==> config.mk <==
export PLATFORM = sky130hd
export DESIGN_NAME = inst_mem_responder_flat
export DESIGN_NICKNAME = d
export VERILOG_FILES = /design/src/rtl/inst_mem_if.sv /design/src/rtl/inst_mem_responder.sv /design/src/flat_wrapper.sv
export SDC_FILE = /design/constraint.sdc
export NUM_CORES = 2
export LEC_CHECK = 0
export CORE_MARGIN = 2
export CORE_UTILIZATION = 50
export CTS_CLUSTER_SIZE = 30
export DETAILED_ROUTE_END_ITERATION = 16
export PLACE_DENSITY = 0.73
export SYNTH_ARGS = -nofsm -noshare
export SYNTH_HDL_FRONTEND = slang
export SYNTH_SLANG_ARGS = --single-unit
==> constraint.sdc <==
create_clock -name clock -period 4 [get_ports clock]
set_clock_uncertainty 0.05 [all_clocks]
set_input_delay 0.4 -clock clock [delete_from_list [all_inputs] [get_ports clock]]
set_output_delay 0.4 -clock clock [all_outputs]
set_load 0.01 [all_outputs]
==> src/rtl/inst_mem_if.sv <==
// Fetch-side instruction memory bus: the fetch unit (master) drives PC and
// instrmem_rd, the memory (slave) answers with instr_dout and complete_instr.
interface inst_mem_if;
  logic [15:0] PC;
  logic        instrmem_rd;
  logic [15:0] instr_dout;
  logic        complete_instr;

  // Handshake: instrmem_rd is a level request, sampled only while the memory is
  // idle; complete_instr is a one-cycle strobe during which instr_dout is valid,
  // and instr_dout holds its value until the next response.
  modport master (output PC, instrmem_rd, input  instr_dout, complete_instr);
  modport slave  (input  PC, instrmem_rd, output instr_dout, complete_instr);
endinterface

==> src/rtl/inst_mem_responder.sv <==
// Instruction memory responder with programmable wait states and a preload port.
// Optional macro INST_MEM_RANGE_CHECK_EN adds addr_err for PC beyond the array.
module inst_mem_responder #(
  parameter int ADDR_W  = 8,
  parameter int LATENCY = 2
) (
  input  logic              clock,
  input  logic              reset,
  inst_mem_if.slave         bus,
  input  logic              load_en,
  input  logic [ADDR_W-1:0] load_addr,
  input  logic [15:0]       load_data,
`ifdef INST_MEM_RANGE_CHECK_EN
  output logic              addr_err,
`endif
  output logic [1:0]        o_dbg_state
);

  localparam int CNT_W = 4;

  typedef enum logic [1:0] {
    S_IDLE = 2'd0,
    S_WAIT = 2'd1,
    S_DONE = 2'd2
  } state_t;

  state_t             r_state;
  state_t             w_state_next;
  logic [CNT_W-1:0]   r_cnt;
  logic [CNT_W-1:0]   w_cnt_next;
  logic [ADDR_W-1:0]  r_addr;
  logic [ADDR_W-1:0]  w_addr_next;
  logic [15:0]        r_dout;
  logic [15:0]        w_dout_next;
  logic               r_cmp;
  logic               w_cmp_next;
  logic [15:0]        r_mem [2**ADDR_W];

`ifdef INST_MEM_RANGE_CHECK_EN
  logic r_oor;
  logic w_oor_next;
  logic r_err;
  logic w_err_next;
`else
  logic w_unused_pc_hi;
  assign w_unused_pc_hi = ^bus.PC[15:ADDR_W];
`endif

  always_ff @(posedge clock or negedge reset) begin
    if (!reset) r_state <= S_IDLE;
    else        r_state <= w_state_next;
  end

  always_comb begin
    w_state_next = r_state;
    case (r_state)
      S_IDLE:  if (bus.instrmem_rd) w_state_next = S_WAIT;
      S_WAIT:  if (r_cnt == '0)     w_state_next = S_DONE;
      S_DONE:  w_state_next = S_IDLE;
      default: w_state_next = S_IDLE;
    endcase
  end

  // Array read uses the pre-edge contents, so a same-edge preload is seen only later.
  always_comb begin
    w_cnt_next  = r_cnt;
    w_addr_next = r_addr;
    w_dout_next = r_dout;
    w_cmp_next  = 1'b0;
`ifdef INST_MEM_RANGE_CHECK_EN
    w_oor_next  = r_oor;
    w_err_next  = 1'b0;
`endif
    case (r_state)
      S_IDLE: begin
        if (bus.instrmem_rd) begin
          w_addr_next = bus.PC[ADDR_W-1:0];
          w_cnt_next  = CNT_W'(LATENCY);
`ifdef INST_MEM_RANGE_CHECK_EN
          w_oor_next  = |bus.PC[15:ADDR_W];
`endif
        end
      end
      S_WAIT: begin
        if (r_cnt != '0) begin
          w_cnt_next = r_cnt - 1'b1;
        end else begin
          w_cmp_next = 1'b1;
`ifdef INST_MEM_RANGE_CHECK_EN
          if (r_oor) begin
            w_dout_next = 16'h0000;
            w_err_next  = 1'b1;
          end else begin
            w_dout_next = r_mem[r_addr];
          end
`else
          w_dout_next = r_mem[r_addr];
`endif
        end
      end
      default: ;
    endcase
  end

  always_ff @(posedge clock or negedge reset) begin
    if (!reset) begin
      r_cnt  <= '0;
      r_addr <= '0;
      r_dout <= 16'h0000;
      r_cmp  <= 1'b0;
`ifdef INST_MEM_RANGE_CHECK_EN
      r_oor  <= 1'b0;
      r_err  <= 1'b0;
`endif
    end else begin
      r_cnt  <= w_cnt_next;
      r_addr <= w_addr_next;
      r_dout <= w_dout_next;
      r_cmp  <= w_cmp_next;
`ifdef INST_MEM_RANGE_CHECK_EN
      r_oor  <= w_oor_next;
      r_err  <= w_err_next;
`endif
    end
  end

  // Contents survive reset so a preloaded program outlives a core reset.
  always_ff @(posedge clock) begin
    if (load_en) r_mem[load_addr] <= load_data;
  end

  assign bus.instr_dout     = r_dout;
  assign bus.complete_instr = r_cmp;
  assign o_dbg_state        = r_state;
`ifdef INST_MEM_RANGE_CHECK_EN
  assign addr_err           = r_err;
`endif

endmodule

==> src/flat_wrapper.sv <==
// flat-port wrapper written by rule: the top's interface ports become plain ports
module inst_mem_responder_flat 
#(
  parameter int ADDR_W  = 8,
  parameter int LATENCY = 2
)
  (clock, reset, load_en, load_addr, load_data, o_dbg_state, bus_PC, bus_instrmem_rd, bus_instr_dout, bus_complete_instr);
  inst_mem_if bus_i ();
  input  logic clock;
  input  logic reset;
  input  logic load_en;
  input  logic [ADDR_W-1:0] load_addr;
  input  logic [15:0] load_data;
  output logic [1:0] o_dbg_state;
  input wire logic [$bits(bus_i.PC)-1:0] bus_PC;
  input wire logic [$bits(bus_i.instrmem_rd)-1:0] bus_instrmem_rd;
  output wire logic [$bits(bus_i.instr_dout)-1:0] bus_instr_dout;
  output wire logic [$bits(bus_i.complete_instr)-1:0] bus_complete_instr;
  assign bus_i.PC = bus_PC;
  assign bus_i.instrmem_rd = bus_instrmem_rd;
  assign bus_instr_dout = bus_i.instr_dout;
  assign bus_complete_instr = bus_i.complete_instr;
  inst_mem_responder #(.ADDR_W(ADDR_W), .LATENCY(LATENCY)) u_core (.clock(clock), .reset(reset), .bus(bus_i), .load_en(load_en), .load_addr(load_addr), .load_data(load_data), .o_dbg_state(o_dbg_state));
endmodule
==> qor.csv <==
stage;metric;value;unit
critical_path;Worst Path Required;4.70;ns
critical_path;Startpoint Class;flip-flop;
clock_tree;clock sink count;4127;
clock_tree;Clock Root Buffer;clkbuf_16;
place;area post-placement;169000;sq um
final_layout;Layout fillers;22200;
critical_path;CP max FO;42;
sta;headroom to the max-slew limit;2.94;%
sta;fin crit period;4.06;ns
pwr;P_leak;0.0590;uW
clock_tree;CTS tree;built;
clock_tree;CTS HTree Levels;5;
route;initial drt markers;13800;
critical_path;crit-path leading delay family;compound AO/OA/AOI/OAI gates;
critical_path;CP Launch Point;u_core.r_addr[0];
clock_tree;CTS clk-pin slew, worst paths;0.06;ns
logic_synthesis;Yosys cell types;76;
logic_synthesis;Synth Area in Compound Gates;3.86;%
route;Met3 Routed Length;50200;um
place;IO buf count;54;
global_routing;largest net degree at the start of global routing;145;
critical_path;reg-to-reg startpoint;u_core.r_addr[0];
global_routing;initial antenna violation count;21;
floorplan;full die area;325000;sq um
logic_synthesis;syn_nets;7696;
critical_path;R2R setup slack;-0.06;ns
critical_path;CP bufs+invs;3;
logic_synthesis;Syn Area/Cell;20.9;sq um
route;drc violations;0;
clock_tree;PostCTS Resize Cnt;0;
critical_path;worst reg2reg path depth;10;
floorplan;# rows;207;
global_routing;GRT Total Usage;26.0;%
sta;Final Hold Viols;12;
logic_synthesis;asr flop ratio synth;0.751;%
logic_synthesis;main combinational cell family by area after synthesis;multiplexers;
critical_path;Crit path largest cell delay;0.76;ns
clock_tree;Clk Latency, worst-skew pair;0.94;ns
final_layout;final instance area;182000;sq um
critical_path;cell depth of the worst setup path;10;
critical_path;Crit-path slowest cell;a2111oi_0;
logic_synthesis;top post-synthesis cells by area;edfxtp_1, mux4_2, mux2i_1, mux4_1, o22ai_1;
logic_synthesis;Synth Area in XOR/XNOR;0.0109;%
global_routing;GR Overflow Total;0;
sta;max-slew violation count;0;
floorplan;Initial Util;50.3;%
floorplan;Die Ht;570;um
logic_synthesis;synthesized instance count;7651;
min_path;HP Class;primary input to flip-flop;
logic_synthesis;post-synthesis mux area share;14.4;%
floorplan;Core Area;318000;sq um
critical_path;Critical R2R Capture;u_core.bus.instr_dout[3];
critical_path;Critical Path End Type;flip-flop;
logic_synthesis;dominant synthesized flop cell;edfxtp_1;
global_routing;vias in the first global route;82700;
route;Avg WL per Cell;33.2;um
route;drt first pass iters;6;
logic_synthesis;Seq/Total Area, Yosys;77.4;%
pwr;PwrDens;656;nW/um^2
sta;WHS;-0.0152;ns
final_layout;area grow syn2layout;13.7;%
sta;final setup fails;1;
sta;FMAX;246;MHz
final_layout;layout cells sized above 1;23.3;%
job;Max-Cap Viols;0;
floorplan;Die X;570;um
place;DPL Wire Length;260000;um
outcome;outcome;finished, violations left;
logic_synthesis;cell taking the most area after synthesis;edfxtp_1;
route;DR vias/cell;6.51;
route;final wirelength;428000;um
outcome;failing checks;hold timing, setup timing;
clock_tree;clk buf depth;4;
route;met2 wire len;201000;um
route;DRT antenna net count;0;
logic_synthesis;number of synthesized flops with an enable pin;4096;
floorplan;I/O pin cnt;63;
global_routing;global-route wire length before repair;605000;um
sta;Worst Setup Slack, final;-0.0632;ns
logic_synthesis;Synth Area in Adders;0.00782;%
pwr;worst IR drop on VDD;0.505;mV
critical_path;Critical Path Sink;u_core.bus.instr_dout[3];
logic_synthesis;top cell type's share of synthesized area;76.9;%
logic_synthesis;Ys Warns;0;
logic_synthesis;post-synthesis register bit count;4127;
sta;RSZ-0062 raised after global routing;no;
clock_tree;CTS Buf Count;400;
critical_path;Critical Path AT;4.76;ns
sta;final worst-path cycle share;102;%
logic_synthesis;mapped cell area;160000;sq um
route;met1 WL;154000;um
route;top routing layer in use;met5;
final_layout;nets;8431;
critical_path;Setup CP Type;flip-flop to flip-flop;
critical_path;cell chain of the critical path;buf_12 -> buf_12 -> mux4_1 -> nor2b_1 -> a2111oi_0 -> a2111oi_0 -> buf_4 -> nor3_1 -> nand4_1 -> o211ai_1;
sta;Tightest Pin Transition;1.46;ns
place;routability cong.;0.921;
route;via count;84100;
logic_synthesis;Post-Synth Simple-Gate Area;2.11;%
==> cells in the final DEF (no fill, tap or decap), drive strengths merged, types with 37 or more instances in the layout <==
master	Yosys	final
mux2i	658	658
o221ai	123	123
o21ai	111	111
buf	290	745
nand2	257	257
a211oi	64	64
a22oi	80	80
clkdlybuf4s50	0	37
edfxtp	4096	4096
nand3	51	51
a21oi	148	148
bufinv	0	42
clkinv	1	165
a2111oi	61	61
mux4	717	717
nor3	39	39
o22ai	186	186
nor2	304	304
clkbuf	172	501
==> registers in the layout, summed over array words and instances, names as in the netlist <==
name	count
u_core.r_cnt	4
u_core.r_addr	8
u_core.o_dbg_state	2
u_core.bus.instr_dout	16
u_core.bus.complete_instr	1
u_core.r_mem	4096
==> worst min-delay path by stage <==
stage                                           end  depth (start not counted)    startpoint
after floorplan           u_core.bus.complete_instr                          0         reset
after global placement     u_core.bus.instr_dout[2]                          1         reset
after detailed placement   u_core.bus.instr_dout[2]                          1         reset
after CTS                      u_core.r_mem[244][9]                          1  load_data[9]
after global routing           u_core.r_mem[129][4]                          1  load_data[4]
final                          u_core.r_mem[129][4]                          1  load_data[4]
==> worst reg2reg max path, stage by stage, from the launching register on <==
cell and delay (ns):
dfrtp_4 0.65, buf_12 0.30, buf_12 0.32, mux4_1 0.71, nor2b_1 0.12, a2111oi_0 0.09
a2111oi_0 0.76, buf_4 0.28, nor3_1 0.06, nand4_1 0.35, o211ai_1 0.17
==> where the power goes <==
group          total, uW  internal [uW]  switching (uW)
clock              37500          21500           15900
sequential         48400          47800             611
combinational      33500          13500           20000
==> synth_stat cells, drive strengths merged (8+ instances only) <==
cell / n
and3: 9
a31oi: 8
o211ai: 9
edfxtp: 4096
mux2: 12
nor3: 39
nand4: 32
mux2i: 658
clkbuf: 172
a32oi: 13
nor2: 304
o22ai: 186
o221ai: 123
a211o: 13
a211oi: 64
nand3: 51
nor2b: 34
nor4: 12
mux4: 717
a22o: 17
a2111oi: 61
nand2: 257
o21ai: 111
buf: 290
a21oi: 148
a22oi: 80
dfrtp: 31
a221oi: 36
==> per-layer routing <==
layer  vias up  track usage [%]
met5         -                0
met4        12             12.0
met3       946             5.81
met2      5717             40.8
met1     43900             35.1
li1      33500                -
==> timing repair <==
item,in CTS,in global routing
setup buffers,0,0
hold buffers,13,0
setup endpoints to repair,0,0
endpoints found under the hold margin,189,0
==> layout make-up <==
class                           instances  area (sq um)  area share [%]
Sequential cell                      4127        124000            68.0
Clock inverter                        230          2350            1.29
Inverter                                7          33.8          0.0186
Tap cell                             4180          5230            2.87
Antenna cell                           12          30.0          0.0165
Timing Repair Buffer                  796          7120            3.91
Clock buffer                          500         10600            5.83
Multi-Input combinational cell       3054         32800            18.0
==> logic make-up after synthesis <==
kind of cell | Yosys count
DFF | 4127
xor gates and xnor gates | 2
muxes | 1387
adders and majority gates | 1
buffers and inverters | 470
and+or+nand+nor | 775
AOI/OAI and AO/OA | 889
==> stage by stage <==
| step | setup slack (ns) | setup TNS [ns] | instances | power (uW) | utilization (%) |
|---|---|---|---|---|---|
| 6_report | -0.0632 | -0.0632 | 12900 | 119000 | 57.2 |
| 5_1_grt | 0.0780 | 0 | 12900 | 122000 | 57.2 |
| 3_5_place_dp | 0.156 | 0 | 12200 | 82100 | 53.0 |
| 3_3_place_gp | 0.158 | 0 | 12200 | 81700 | 53.0 |
| 2_1_floorplan | 1.39 | 0 | 7651 | 70400 | - |
| 4_1_cts | 0.143 | 0 | 12900 | 119000 | 57.2 |
Note: power is estimated with default switching activity, not from simulation.
